[config.mk]
export PLATFORM = sky130hd
export DESIGN_NAME = regfile_wb_sched
export DESIGN_NICKNAME = d
export VERILOG_FILES = /design/src/rtl/rv_regfile_pkg.sv /design/src/rtl/wb_rr_arbiter.sv /design/src/rtl/regfile_wb_sched.sv
export SDC_FILE = /design/constraint.sdc
export NUM_CORES = 1
export LEC_CHECK = 0
export BUFFER_PORTS_ARGS = -buffer_cell sky130_fd_sc_hd__buf_2
export CORE_MARGIN = 8
export CORE_UTILIZATION = 44
export CTS_CLUSTER_DIAMETER = 80
export DETAILED_ROUTE_END_ITERATION = 8
export GPL_ROUTABILITY_DRIVEN = 0
export PLACE_DENSITY = 0.85
export SLEW_MARGIN = 10
export SYNTH_ARGS = -nofsm -noshare
export SYNTH_HDL_FRONTEND = slang
export SYNTH_SLANG_ARGS = --single-unit
[constraint.sdc]
create_clock -name clk -period 1.8 [get_ports clk]
set_input_delay 0 -clock clk [delete_from_list [all_inputs] [get_ports clk]]
set_output_delay 0 -clock clk [all_outputs]
set_load 0.02 [all_outputs]
[src/rtl/rv_regfile_pkg.sv]
// Shared types and sizes for the integer register file and its write-back scheduler.
package rv_regfile_pkg;
    localparam int XLEN = 32;
    localparam int NREG = 32;
    localparam int AW   = 5;

    typedef logic [AW-1:0]   reg_idx_t;
    typedef logic [XLEN-1:0] xlen_t;

    typedef enum logic {
        WB_ALU = 1'b0,
        WB_LSU = 1'b1
    } wb_src_t;
endpackage

[src/rtl/wb_rr_arbiter.sv]
// Two-way round-robin arbiter: on contention the source that did not win last is granted.
module wb_rr_arbiter
    import rv_regfile_pkg::*;
(
    input  logic       clk,
    input  logic       rst,
    input  logic [1:0] req,
    input  logic       transfer,
    output logic [1:0] gnt
);
    wb_src_t last_grant_q, last_grant_d;

    always_comb begin
        gnt = 2'b00;
        case (req)
            2'b01:   gnt = 2'b01;
            2'b10:   gnt = 2'b10;
            2'b11:   gnt = (last_grant_q == WB_LSU) ? 2'b01 : 2'b10;
            default: gnt = 2'b00;
        endcase
    end

    always_comb begin
        last_grant_d = last_grant_q;
        if (transfer) begin
            last_grant_d = gnt[1] ? WB_LSU : WB_ALU;
        end
    end

    always_ff @(posedge clk or negedge rst) begin
        if (!rst) begin
            last_grant_q <= WB_LSU;
        end else begin
            last_grant_q <= last_grant_d;
        end
    end
endmodule

[src/rtl/regfile_wb_sched.sv]
// Write-back scheduler: arbitrates ALU/LSU onto the register file write port and
// tracks per-register busy bits so decode stalls on RAW and WAW hazards.
module regfile_wb_sched
    import rv_regfile_pkg::*;
(
    input  logic            clk,
    input  logic            rst,
    input  logic            issue_valid,
    input  logic [AW-1:0]   issue_rd,
    input  logic [AW-1:0]   issue_rs1,
    input  logic [AW-1:0]   issue_rs2,
    input  logic            issue_use_rs1,
    input  logic            issue_use_rs2,
    output logic            issue_stall,
    input  logic            alu_valid,
    output logic            alu_ready,
    input  logic [AW-1:0]   alu_rd,
    input  logic [XLEN-1:0] alu_data,
    input  logic            lsu_valid,
    output logic            lsu_ready,
    input  logic [AW-1:0]   lsu_rd,
    input  logic [XLEN-1:0] lsu_data,
    output logic            RegWrite,
    output logic [AW-1:0]   WriteRegister,
    output logic [XLEN-1:0] WriteData,
    output logic [NREG-1:0] busy_mask
);
    logic [NREG-1:0] busy_q, busy_d;
    logic            reg_write_q, reg_write_d;
    reg_idx_t        wr_idx_q, wr_idx_d;
    xlen_t           wr_data_q, wr_data_d;

    logic [1:0] req;
    logic [1:0] gnt;
    logic       transfer;
    logic       issue_fire;

    assign req      = {lsu_valid, alu_valid};
    assign transfer = |(req & gnt);

    wb_rr_arbiter u_arb (
        .clk      (clk),
        .rst      (rst),
        .req      (req),
        .transfer (transfer),
        .gnt      (gnt)
    );

    // Flops are frozen while rst is low, so only the visible handshake needs masking.
    assign alu_ready = gnt[0] & rst;
    assign lsu_ready = gnt[1] & rst;

    assign issue_stall = issue_valid &
                         ((issue_use_rs1 & busy_q[issue_rs1]) |
                          (issue_use_rs2 & busy_q[issue_rs2]) |
                          ((issue_rd != '0) & busy_q[issue_rd]));

    assign issue_fire = issue_valid & ~issue_stall & (issue_rd != '0);

    // Set wins over clear; the WAW stall normally keeps them apart anyway.
    generate
        for (genvar gi = 0; gi < NREG; gi++) begin : g_busy
            if (gi == 0) begin : g_zero
                assign busy_d[gi] = 1'b0;
            end else begin : g_reg
                assign busy_d[gi] = (issue_fire && issue_rd == reg_idx_t'(gi)) ? 1'b1 :
                                    (reg_write_q && wr_idx_q == reg_idx_t'(gi)) ? 1'b0 :
                                    busy_q[gi];
            end
        end
    endgenerate

    always_comb begin
        reg_write_d = 1'b0;
        wr_idx_d    = wr_idx_q;
        wr_data_d   = wr_data_q;
        if (transfer) begin
            wr_idx_d    = gnt[1] ? lsu_rd   : alu_rd;
            wr_data_d   = gnt[1] ? lsu_data : alu_data;
            reg_write_d = (wr_idx_d != '0);
        end
    end

    always_ff @(posedge clk or negedge rst) begin
        if (!rst) begin
            busy_q      <= '0;
            reg_write_q <= 1'b0;
            wr_idx_q    <= '0;
            wr_data_q   <= '0;
        end else begin
            busy_q      <= busy_d;
            reg_write_q <= reg_write_d;
            wr_idx_q    <= wr_idx_d;
            wr_data_q   <= wr_data_d;
        end
    end

    assign RegWrite      = reg_write_q;
    assign WriteRegister = wr_idx_q;
    assign WriteData     = wr_data_q;
    assign busy_mask     = busy_q;
endmodule

# Word-level counts from Yosys, hierarchy flattened
# Cells that the tools add are included.
# totals
wordCells,285
reg_bits,70
output_inout_bits,73
# classes
n_eq_ne,65
reduce_logical,96
order_cmp,3
mux,74
n_bitwise,12
# ops
cell,count
== test 5 bit (second input constant),32
== test 5 x 4 -> 1 bit (second input constant),16
2-to-1 mux 1 bit,67
logical AND 1 bit,62
nonzero test 2 bit,31
== test 5 x 3 -> 1 bit (second input constant),8
2-to-1 mux 32 bit,1
== test 5 x 2 -> 1 bit (second input constant),4
less-than comparator 5 x 6 -> 1 bit (second input constant),3
binary-select mux 1 bit (select 5 bit),3
== test 5 x 1 -> 1 bit (second input constant),2
nonzero test 5 bit,2
AND 1 bit,8
one-hot mux 2 bit (3 select lines),1
2-to-1 mux 5 bit,1
== test 2 bit (second input constant),2
AND 2 bit,1
== test 2 x 1 -> 1 bit (second input constant),1
2-to-1 mux 2 bit,1
OR 1 bit,2
OR reduction 2 bit,1
inverter 1 bit,1

# Longest topological paths before layout
# Gate-level depths: netlist of the first run.
# depth
depth_word,11
ltp_mapped,10
depth_no_buf,7

# Cells and area by module
# Synthesis of the first run repeated with hierarchy kept, for this count alone.
# unflattened
hier_cells,425
area_unflattened_um2,4206.5
# by_module_without_submodules
mod,cells_each,seq_area_each_um2,area_each_um2,instances
regfile_wb_sched,420,1726.7,4142.7,1
wb_rr_arbiter,5,26.3,63.8,1

# Worst setup path before layout of the first run
# No wires, ideal clock.
# synth_path
kind,reg-to-reg
from,"register busy_q[27], in the netlist busy_mask[27]"
to,"register busy_q[17], in the netlist busy_mask[17]"
n_path_buf,1
setup_slack_ns,-0.248
period_less_slack_ns,2.048
setup_time_ns,0.074
arrival_ns,1.974
path_stages_with_launch,7
path_cell_list,dfrtp_1 mux4_1 mux4_2 nor2_2 o211ai_2 buf_6 o21ai_2
# synth_via
elab_chain_len,11
# synth_lines
item,line_no,rtl
from (decl),regfile_wb_sched.sv:28,"logic [NREG-1:0] busy_q, busy_d;"
from (signal assigned),regfile_wb_sched.sv:91,busy_q <= busy_d;
"binary-select mux 1 bit (select 5 bit), on equally long branches","regfile_wb_sched.sv:54, regfile_wb_sched.sv:55",
"2-to-1 mux 1 bit, on equally long branches","regfile_wb_sched.sv:54, regfile_wb_sched.sv:55",
"AND 1 bit, on equally long branches","regfile_wb_sched.sv:54, regfile_wb_sched.sv:55",
OR 1 bit,regfile_wb_sched.sv:54,((issue_use_rs1 & busy_q[issue_rs1]) |
OR 1 bit (*),regfile_wb_sched.sv:55,(issue_use_rs2 & busy_q[issue_rs2]) |
AND 1 bit (*),regfile_wb_sched.sv:53,assign issue_stall = issue_valid &
inverter 1 bit (*),regfile_wb_sched.sv:58,assign issue_fire = issue_valid & ~issue_stall & (issue_rd != '0);
AND 1 bit (*) (2 in a row),regfile_wb_sched.sv:58,
logical AND 1 bit (*),regfile_wb_sched.sv:66,assign busy_d[gi] = (issue_fire && issue_rd == reg_idx_t'(gi)) ? 1'b1 :
2-to-1 mux 1 bit or nonzero test 2 bit (tied branches),n/a,
# Mark *: on every way between the ends. The rest lies on a longest branch, timed or not. The select of a mux whose other input is x is not followed.
# A chain may end at the register's enable or synchronous reset.

# Final worst setup path of the first run
# layout_path
from,"register busy_q[30], in the netlist busy_mask[30]"
to,output port issue_stall
# layout_via
elab_chain_len,6
# layout_lines
item,line_no,rtl
"binary-select mux 1 bit (select 5 bit), on equally long branches","regfile_wb_sched.sv:54, regfile_wb_sched.sv:55",
"2-to-1 mux 1 bit, on equally long branches","regfile_wb_sched.sv:54, regfile_wb_sched.sv:55",
"AND 1 bit, on equally long branches","regfile_wb_sched.sv:54, regfile_wb_sched.sv:55",
OR 1 bit,regfile_wb_sched.sv:54,
OR 1 bit (*),regfile_wb_sched.sv:55,
AND 1 bit (*),regfile_wb_sched.sv:53,
to (decl),regfile_wb_sched.sv:14,"output logic issue_stall,"
# Marked as above.

==> impl_metrics.py, run 1 <==
metrics = {
    "power_and_ir_drop": {
        "max-vdd-ir-drop_mv": 0.592,
        "power_w": 0.00757,
        "power_leakage_nw": 2.83,
        "power_per_cell_area_nw_per_um2": 1200,
    },
    "timing": {
        "finalWorstPathRequiredPeriod_ns": 2.21,
        "tightest_slew_ns": 0.656,
        "setup_slack_ns": -0.408,
        "finalClockSkew_ns": 0.00846,
        "rsz0062_at_grt": "true",
        "finalHoldViolations": 0,
        "finalSetupViolCount": 32,
        "fmax_mhz": 453,
        "final.period_utilization": 1.23,
        "slew_violations": 0,
        "max_slew_margin": 0.561,
    },
    "grt": {
        "grt_first_pass_wirelength_um": 27500,
        "antenna_found_initial": 0,
        "grt_usage": 0.271,
        "global_route.overflow_total": 0,
        "via_count_of_the_first_global_routing_pass": 5234,
        "grt_max_degree": 71,
    },
    "layout": {
        "design.final.nets": 807,
        "antenna_diodes": 0,
        "final_cell_mix": "sky130_fd_sc_hd__buf_2 (166), sky130_fd_sc_hd__nor2_1 (85), sky130_fd_sc_hd__dlygate4sd3_1 (75), sky130_fd_sc_hd__dfrtp_1 (53), sky130_fd_sc_hd__nand2_1 (48)",
        "fillers": 614,
        "fraction_of_final_layout_cells_sized_beyond_drive_strength_1": 0.408,
        "leading_cell_type_in_the_layout_fill_and_taps_excluded": "sky130_fd_sc_hd__buf_2",
        "multiInputGateArea_um2": 2200,
        "area.sequential_um2": 1770,
        "synthToLayoutAreaGrowth_pct": 53.1,
        "core_utilization_of_the_finished_layout": 0.688,
    },
    "worst_setup_path": {
        "total_buffers_and_inverters_traversed_by_the_critical_path": 1,
        "crit_family": "multiplexers",
        "worstPathRequired_ns": 1.80,
        "critical_path.max_stage_delay_ns": 0.50,
        "start_kind": "register",
        "critical-path-slowest-cell": "sky130_fd_sc_hd__mux4_2",
        "critical_path.cell_chain": "mux4_2, mux4_2, nor2_4, o211ai_4, and2_4, buf_6",
        "rr_endpoint": "busy_mask[9]",
        "cp-end-kind": "output pin",
        "critPathMostFrequentCell": "sky130_fd_sc_hd__mux4_2",
        "crit_fanout": 2,
        "timing.reg2reg.setup_slack_ns": -0.33,
        "reg2regPathDepth": 7,
        "crit_type": "reg -> out",
        "critical_path_arrival_ns": 2.21,
        "regToRegStartpoint": "busy_mask[30]",
    },
    "placement": {
        "port_buffers": 167,
        "detailed_place_hpwl_um": 10900,
    },
    "floorplanning": {
        "height_of_the_die_um": 113,
        "std_cell_rows": 35,
        "coreArea_um2": 9150,
        "die_area_um2": 12700,
        "top_level_ports": 169,
        "floorplan.initialDensity": 0.449,
        "die_x_um": 113,
    },
    "synthesis": {
        "ys_async_sr_fraction": 1.00,
        "ys_ff_latch": 70,
        "synth_edf_count": 0,
        "ys_types": 44,
        "netlist_instances": 444,
        "synth.yosys.warnings": 0,
        "synthesis.area_per_instance_um2": 9.27,
        "syn_nets": 540,
        "sequential_fraction_of_the_synthesis_area": 0.426,
        "dominantRegCellSynth": "sky130_fd_sc_hd__dfrtp_1",
        "netlist_area_um2": 4110,
    },
    "cts": {
        "clk_transition_reported_paths_ns": 0.07,
        "cts_buffers": 9,
        "ctsHtreeMaxLevel": 3,
        "max-clock-path-buffers": 2,
        "cts_tree": "yes",
        "cts-root-buf": "sky130_fd_sc_hd__clkbuf_8",
        "clock_latency_ns": 0.35,
        "numClockSinks": 70,
    },
    "outcome": {
        "outcome": "finished, violations left",
        "failed_checks": "negative setup slack",
    },
    "routing": {
        "drtAntennaViolNets": 0,
        "routed_wire_length_per_instance_um": 21.1,
        "vias_after_detailed_routing": 4972,
        "drt_first_pass_iters": 5,
        "drcViolationCount": 0,
        "detail_route.iter0.violations": 523,
        "route.final.wire_length_um": 17400,
        "post_drt_via_cell_ratio": 6.01,
    },
    "hold_path": {
        "hold_path_end": "WriteData[31]",
        "timing.hold.worst_path_depth": 3,
        "holdCritStartpoint": "alu_data[31]",
        "worst_hold_class": "in -> reg",
    },
    "flow_run": {
        "drv_cap": 0,
    },
}
[cells by family (layout without fill, tap and decap cells)]
| group | after synthesis | in the layout | synth area share |
|---|---|---|---|
| simple gates | 179 | 179 | 0.193 |
| compound gates | 121 | 121 | 0.199 |
| flops | 70 | 70 | 0.426 |
| buf+inv | 38 | 310 | 0.0441 |
| mux | 35 | 35 | 0.138 |
| other cells | 1 | 1 | 0.000912 |
[tightest hold or removal path, stage by stage]
cell and delay [ns]:
sky130_fd_sc_hd__buf_2 0.10, sky130_fd_sc_hd__o22ai_1 0.09, sky130_fd_sc_hd__a31oi_1 0.15
[state kept, by name (all words and copies together), names as in the netlist]
name                cells
RegWrite                1
WriteData              32
WriteRegister           5
u_arb.last_grant_q      1
busy_mask              31
[stage by stage]
step	hold WS (ns)	setup slack (ns)	cell area [um2]	TNS (ns)	instances
6_report	0.0301	-0.408	6300	-9.68	827
5_1_grt	0.0821	-0.449	6300	-11.10	827
3_5_place_dp	0.101	-0.318	5300	-8.30	735
4_1_cts	0.00495	-0.402	6270	-9.13	827
2_1_floorplan	-0.296	-0.207	4120	-6.39	444
3_3_place_gp	0.0831	-0.238	5300	-6.78	735
[final cells by class]
type / count / share of cell area
Clock buffer: 12 / 0.0214
Clock inverter: 4 / 0.00755
Inverter: 10 / 0.00596
Multi-Input combinational cell: 336 / 0.350
Sequential cell: 70 / 0.281
Tap cell: 111 / 0.0220
Timing Repair Buffer: 284 / 0.312
[metal layers]
layer | up-vias | wire (um) | track usage
li1 | 2125 | - | -
met1 | 2381 | 6280 | 0.319
met2 | 400 | 7980 | 0.430
met3 | 66 | 2540 | 0.0964
met4 | 0 | 648 | 0.136
met5 | - | 0 | 0
[how the worst max path moves through the flow]
stage                  start            end  slack (ns)  cells after the start
2_1_floorplan  busy_mask[31]  busy_mask[17]       -0.21                      6
3_3_place_gp   busy_mask[22]  busy_mask[14]       -0.24                      6
3_5_place_dp    busy_mask[8]  busy_mask[10]       -0.32                      8
4_1_cts        busy_mask[30]    issue_stall       -0.40                      6
5_1_grt        busy_mask[30]    issue_stall       -0.45                      6
6_report       busy_mask[30]    issue_stall       -0.41                      6
[where the power goes]
group	switching (W)	leakage, nW	internal, W
clock	0.000585	0.0904	0.000637
combinational	0.00212	1.95	0.00175
sequential	0.000433	0.788	0.00205
[Yosys cell counts (all sizes together) (3+ instances only)]
master	instances	area (um2)
nor2	86	325
inv	10	37.5
o22ai	39	244
nand2	48	180
clkbuf	13	48.8
or2	3	18.8
nand4b	3	26.3
a31oi	5	31.3
buf	15	95.1
a22oi	4	30.0
mux4	15	364
nor3	3	15.0
a21oi	5	25.0
nor2b	8	50.1
dfrtp	69	1730
mux2i	18	180
nand3	7	35.0
nand4	3	18.8
o21ai	60	409
nand2b	8	50.1
[timing repair]
item,in CTS,in global routing
cloned,0,0
gates resized for setup,10,5
hold buffers,75,0
hold endpoints to repair,108,0
pin swaps,4,0
endpoints found under the setup margin,32,33
buffers inserted,1,0
(Power assumes the default switching activity.)
==> run 2: changes to the inputs <==
--- a/config.mk
+++ b/config.mk
@@ -11,6 +11,7 @@
 export CTS_CLUSTER_DIAMETER = 80
 export DETAILED_ROUTE_END_ITERATION = 8
 export GPL_ROUTABILITY_DRIVEN = 0
+export MAX_ROUTING_LAYER = met4
 export PLACE_DENSITY = 0.85
 export SLEW_MARGIN = 10
 export SYNTH_ARGS = -nofsm -noshare
==> impl_metrics.py, run 2 (synthesis results as in run 1) <==
metrics = {
    "routing": {
        "post_drt_via_cell_ratio": 6.00,
        "drtAntennaViolNets": 0,
        "drt_first_pass_iters": 5,
        "route.final.wire_length_um": 17500,
        "detail_route.iter0.violations": 509,
        "drcViolationCount": 0,
        "routed_wire_length_per_instance_um": 21.1,
        "vias_after_detailed_routing": 4958,
    },
    "worst_setup_path": {
        "regToRegStartpoint": "busy_mask[30]",
        "cp-end-kind": "output pin",
        "start_kind": "register",
        "cp-startpoint": "busy_mask[30]",
        "critical-path-slowest-cell": "sky130_fd_sc_hd__mux4_2",
        "crit_type": "reg -> out",
        "worstPathRequired_ns": 1.80,
        "crit_fanout": 2,
        "reg2regPathDepth": 7,
        "critical_path_arrival_ns": 2.20,
        "critical_path.cell_chain": "mux4_2, mux4_2, nor2_4, o211ai_4, and2_4, buf_6",
        "critPathMostFrequentCell": "sky130_fd_sc_hd__mux4_2",
        "critical_path.max_stage_delay_ns": 0.50,
    },
    "layout": {
        "design.final.nets": 807,
        "synthToLayoutAreaGrowth_pct": 53.1,
        "final_cell_mix": "sky130_fd_sc_hd__buf_2 (166), sky130_fd_sc_hd__nor2_1 (85), sky130_fd_sc_hd__dlygate4sd3_1 (75), sky130_fd_sc_hd__dfrtp_1 (53), sky130_fd_sc_hd__nand2_1 (48)",
        "fraction_of_final_layout_cells_sized_beyond_drive_strength_1": 0.408,
        "largest_reg_flops": 32,
        "leading_cell_type_in_the_layout_fill_and_taps_excluded": "sky130_fd_sc_hd__buf_2",
        "antenna_diodes": 0,
    },
    "timing": {
        "fmax_mhz": 455,
        "totalNegativeSetupSlack_ns": -9.52,
        "slew_violations": 0,
        "setup_slack_ns": -0.397,
        "finalSetupViolCount": 32,
        "rsz0062_at_grt": "true",
        "finalWorstPathRequiredPeriod_ns": 2.20,
        "max_slew_margin": 0.562,
        "finalClockSkew_ns": 0.00492,
        "final.period_utilization": 1.22,
        "finalHoldViolations": 0,
        "tightest_slew_ns": 0.658,
    },
    "cts": {
        "numClockSinks": 70,
        "cts-root-buf": "sky130_fd_sc_hd__clkbuf_8",
        "max-clock-path-buffers": 2,
        "clk_transition_reported_paths_ns": 0.07,
        "clock_latency_ns": 0.34,
        "cts_tree": "yes",
        "cts_buffers": 9,
        "ctsHtreeMaxLevel": 3,
    },
    "floorplanning": {
        "die_area_um2": 12700,
        "top_level_ports": 169,
        "coreArea_um2": 9150,
        "std_cell_rows": 35,
        "die_x_um": 113,
        "height_of_the_die_um": 113,
        "floorplan.initialDensity": 0.449,
    },
    "grt": {
        "grt_first_pass_wirelength_um": 27500,
        "grt_max_degree": 71,
        "via_count_of_the_first_global_routing_pass": 5246,
        "grt_usage": 0.279,
        "global_route.overflow_total": 0,
        "antenna_found_initial": 0,
    },
    "hold_path": {
        "worst_hold_class": "in -> reg",
        "timing.hold.worst_path_depth": 3,
        "holdCritStartpoint": "alu_data[31]",
    },
    "placement": {
        "detailed_place_hpwl_um": 10900,
        "port_buffers": 167,
    },
    "power_and_ir_drop": {
        "power_w": 0.00756,
        "max-vdd-ir-drop_mv": 0.588,
        "power_per_cell_area_nw_per_um2": 1200,
        "power_leakage_nw": 2.83,
    },
    "outcome": {
        "outcome": "finished, violations left",
        "failed_checks": "negative setup slack",
    },
    "flow_run": {
        "drv_cap": 0,
    },
}
## run 2: final cells by class
| class | instances | area [um2] |
|---|---|---|
| fill | 614 | 2850 |
| multi-input combinational | 336 | 2200 |
| timing repair buffer | 284 | 1970 |
| sequential | 70 | 1770 |
| tap | 111 | 139 |
| clock buffer | 12 | 135 |
| clock inverter | 4 | 47.5 |
| inverter | 10 | 37.5 |
## run 2: timing repair
item,4_1_cts,5_1_grt
pin swaps,4,0
setup endpoints to repair,32,33
resized for setup,10,5
hold endpoints to repair,108,0
setup buffers,1,0
hold buffers,75,0
## run 2: per-stage QoR
stage	util	cells	setup slack, ns	hold WS (ns)	instance area, um2
2_1_floorplan	-	444	-0.207	-0.296	4120
3_3_place_gp	0.579	735	-0.238	0.0831	5300
3_5_place_dp	0.579	735	-0.318	0.101	5300
4_1_cts	0.686	827	-0.402	0.00495	6270
5_1_grt	0.688	827	-0.449	0.0821	6300
6_report	0.688	827	-0.397	0.0360	6300
## run 2: worst max-delay path: cells and delay by family (launching register included)
| kind | cells | cell delay [ns] |
|---|---|---|
| buffers and inverters | 1 | 0.12 |
| flip-flops | 1 | 0.40 |
| multiplexers | 2 | 0.98 |
| AND/OR/NAND/NOR | 2 | 0.27 |
| AO/OA/AOI/OAI | 1 | 0.08 |
## run 2: path summary, 6_finish.rpt
path                                 endpoint  slack [ns]
setup reg to reg                busy_mask[10]       -0.32
hold / removal                  WriteData[31]        0.04
setup / recovery                  issue_stall       -0.40
min in group asynchronous        WriteData[8]        0.30
hold reg to reg                  WriteData[5]        0.52
max in group asynchronous  u_arb.last_grant_q        1.17
## run 2: per-layer routing
metal  vias up  GRT usage  wire (um)
li1       2123          -          -
met1      2352      0.330       6540
met2       407      0.431       8050
met3        76     0.0820       2200
met4         0      0.132        675
met5         -          -          0
## run 2: where the power goes
group,switching [W],internal (W)
combinational,0.00211,0.00175
sequential,0.000431,0.00205
clock,0.000584,0.000638
total,0.00312,0.00444
==> run 3: changes to the inputs <==
--- a/config.mk
+++ b/config.mk
@@ -5,14 +5,14 @@
 export SDC_FILE = /design/constraint.sdc
 export NUM_CORES = 1
 export LEC_CHECK = 0
-export BUFFER_PORTS_ARGS = -buffer_cell sky130_fd_sc_hd__buf_2
 export CORE_MARGIN = 8
-export CORE_UTILIZATION = 44
+export CORE_UTILIZATION = 58
 export CTS_CLUSTER_DIAMETER = 80
 export DETAILED_ROUTE_END_ITERATION = 8
+export DONT_BUFFER_PORTS = 1
 export GPL_ROUTABILITY_DRIVEN = 0
 export MAX_ROUTING_LAYER = met4
-export PLACE_DENSITY = 0.85
+export PLACE_DENSITY = 0.84
 export SLEW_MARGIN = 10
 export SYNTH_ARGS = -nofsm -noshare
 export SYNTH_HDL_FRONTEND = slang
==> impl_metrics.py, run 3 (synthesis results as in run 1) <==
metrics = {
    "layout": {
        "design_area_um2": 5890,
        "fraction_of_final_layout_cells_sized_beyond_drive_strength_1": 0.262,
        "area.sequential_um2": 1780,
        "final_cell_mix": "sky130_fd_sc_hd__nor2_1 (85), sky130_fd_sc_hd__dlygate4sd3_1 (85), sky130_fd_sc_hd__dfrtp_1 (51), sky130_fd_sc_hd__nand2_1 (47), sky130_fd_sc_hd__buf_4 (42)",
        "final-instance-count-excl-fill": 674,
        "design.final.nets": 668,
        "multiInputGateArea_um2": 2250,
        "largest_reg_flops": 32,
        "synthToLayoutAreaGrowth_pct": 43.1,
        "fillers": 321,
    },
    "outcome": {
        "failed_checks": "negative setup slack",
        "outcome": "finished, violations left",
    },
    "cts": {
        "ctsHtreeMaxLevel": 3,
        "max-clock-path-buffers": 2,
        "cts-root-buf": "sky130_fd_sc_hd__clkbuf_8",
        "cts_tree": "yes",
        "clk_transition_reported_paths_ns": 0.09,
        "clock_latency_ns": 0.35,
        "numClockSinks": 70,
        "cts_buffers": 9,
    },
    "timing": {
        "tightest_slew_ns": 0.774,
        "finalClockSkew_ns": 0.0162,
        "final.period_utilization": 1.30,
        "max_slew_margin": 0.483,
        "finalHoldViolations": 0,
        "whs_ns": 0.0154,
        "fmax_mhz": 427,
        "rsz0062_at_grt": "true",
        "totalNegativeSetupSlack_ns": -15.85,
        "finalSetupViolCount": 32,
        "slew_violations": 0,
        "setup_slack_ns": -0.541,
        "finalWorstPathRequiredPeriod_ns": 2.34,
    },
    "floorplanning": {
        "top_level_ports": 169,
        "floorplan.initialDensity": 0.602,
        "coreArea_um2": 6830,
        "die_area_um2": 10000,
        "std_cell_rows": 30,
        "height_of_the_die_um": 100,
        "die_x_um": 100,
    },
    "worst_setup_path": {
        "cp-end-kind": "register",
        "critical_path.max_stage_delay_ns": 0.54,
        "crit_type": "reg -> reg",
        "crit_fanout": 5,
        "critical-path-slowest-cell": "sky130_fd_sc_hd__mux4_2",
        "worstPathRequired_ns": 2.06,
        "critical_path.cell_chain": "mux4_2, mux4_2, nor2_4, o211ai_4, buf_6, buf_12, o21ai_4",
        "critical_path_arrival_ns": 2.60,
        "start_kind": "register",
        "critPathMostFrequentCell": "sky130_fd_sc_hd__mux4_2",
    },
    "power_and_ir_drop": {
        "max-vdd-ir-drop_mv": 0.703,
        "power_w": 0.00815,
        "netSwitchingFraction": 0.409,
        "share_seq_of_total_power": 0.335,
        "power_per_cell_area_nw_per_um2": 1380,
        "combPwrFrac": 0.470,
        "cell_internal_pwr_w": 0.00482,
        "p_sw_w": 0.00333,
        "power_leakage_nw": 2.39,
        "clock_power_share": 0.195,
    },
    "routing": {
        "routed_wire_length_per_instance_um": 27.3,
        "vias_after_detailed_routing": 4685,
        "route.final.wire_length_um": 18400,
        "drcViolationCount": 0,
        "detail_route.iter0.violations": 515,
        "drt_first_pass_iters": 5,
        "post_drt_via_cell_ratio": 6.95,
        "drtAntennaViolNets": 0,
    },
    "hold_path": {
        "worst_hold_class": "in -> reg",
    },
    "grt": {
        "grt_usage": 0.351,
        "antenna_found_initial": 1,
        "via_count_of_the_first_global_routing_pass": 4814,
        "grt_first_pass_wirelength_um": 26500,
        "grt_max_degree": 71,
        "global_route.overflow_total": 0,
    },
    "flow_run": {
        "drv_cap": 0,
    },
    "placement": {
        "cells_after_dpl": 566,
        "port_buffers": 0,
        "detailed_place_hpwl_um": 10100,
        "detailed_place.area_um2": 4550,
    },
}
## run 3: changes by cell type in the layout (fill, tap and decap cells not counted), sizes merged
cell and change:
diode +1, bufinv +2, dlygate4sd3 +10, clkbuf +2
clkinv -1, buf -152
## run 3: power groups by stage
stage                     logic, W  clock network, W  registers (W)
after floorplan            0.00137                 0        0.00301
after global placement     0.00297                 0        0.00258
after detailed placement   0.00307                 0        0.00263
after CTS                  0.00333           0.00157        0.00260
after global routing       0.00399           0.00164        0.00277
final                      0.00383           0.00159        0.00273
## run 3: cell type report
| type | instances | area share |
|---|---|---|
| inverter | 10 | 0.00638 |
| clock buffer | 11 | 0.0240 |
| timing repair buffer | 145 | 0.247 |
| antenna | 1 | 0.000425 |
| clock inverter | 5 | 0.0181 |
| tap | 96 | 0.0204 |
| multi-input combinational | 336 | 0.382 |
| sequential | 70 | 0.302 |
## run 3: metrics by stage
step | utilization | worst slack [ns]
after floorplan | - | -0.207
after global placement | 0.666 | -0.263
after detailed placement | 0.666 | -0.338
after CTS | 0.834 | -0.366
after global routing | 0.862 | -0.566
final | 0.862 | -0.541
## run 3: worst paths after layout
| kind | start | slack, ns | cells after the start | endpoint |
|---|---|---|---|---|
| worst max-delay path | busy_mask[22] | -0.54 | 7 | busy_mask[28] |
| worst min-delay path | issue_rd[4] | 0.02 | 4 | busy_mask[6] |
| worst max register to register | busy_mask[22] | -0.54 | 7 | busy_mask[28] |
| worst min register to register | busy_mask[12] | 0.63 | 2 | busy_mask[12] |
| max in group asynchronous | rst | 1.26 | 2 | busy_mask[26] |
| min in group asynchronous | rst | 0.21 | 2 | WriteData[31] |
## run 3: repair_timing
action	in CTS	in global routing
gates resized for setup	6	23
setup buffers	2	0
endpoints found under the setup margin	32	33
pin swaps	4	4
hold buffers	85	1
hold endpoints to repair	134	2
gates cloned	0	3
## run 3: layer usage
| layer | vias to the layer above | GRT usage | wire length (um) |
|---|---|---|---|
| li1 | 1857 | - | - |
| met1 | 2163 | 0.373 | 5570 |
| met2 | 528 | 0.547 | 8640 |
| met3 | 137 | 0.124 | 2940 |
| met4 | 0 | 0.226 | 1270 |
| met5 | - | - | 0 |
## run 3: worst max-delay path: cells and delay by family (launching register included)
| kind | cells | cell delay [ns] |
|---|---|---|
| multiplexers | 2 | 1.06 |
| flip-flops | 1 | 0.46 |
| buffers and inverters | 2 | 0.32 |
| AO/OA/AOI/OAI | 2 | 0.27 |
| AND/OR/NAND/NOR | 1 | 0.13 |
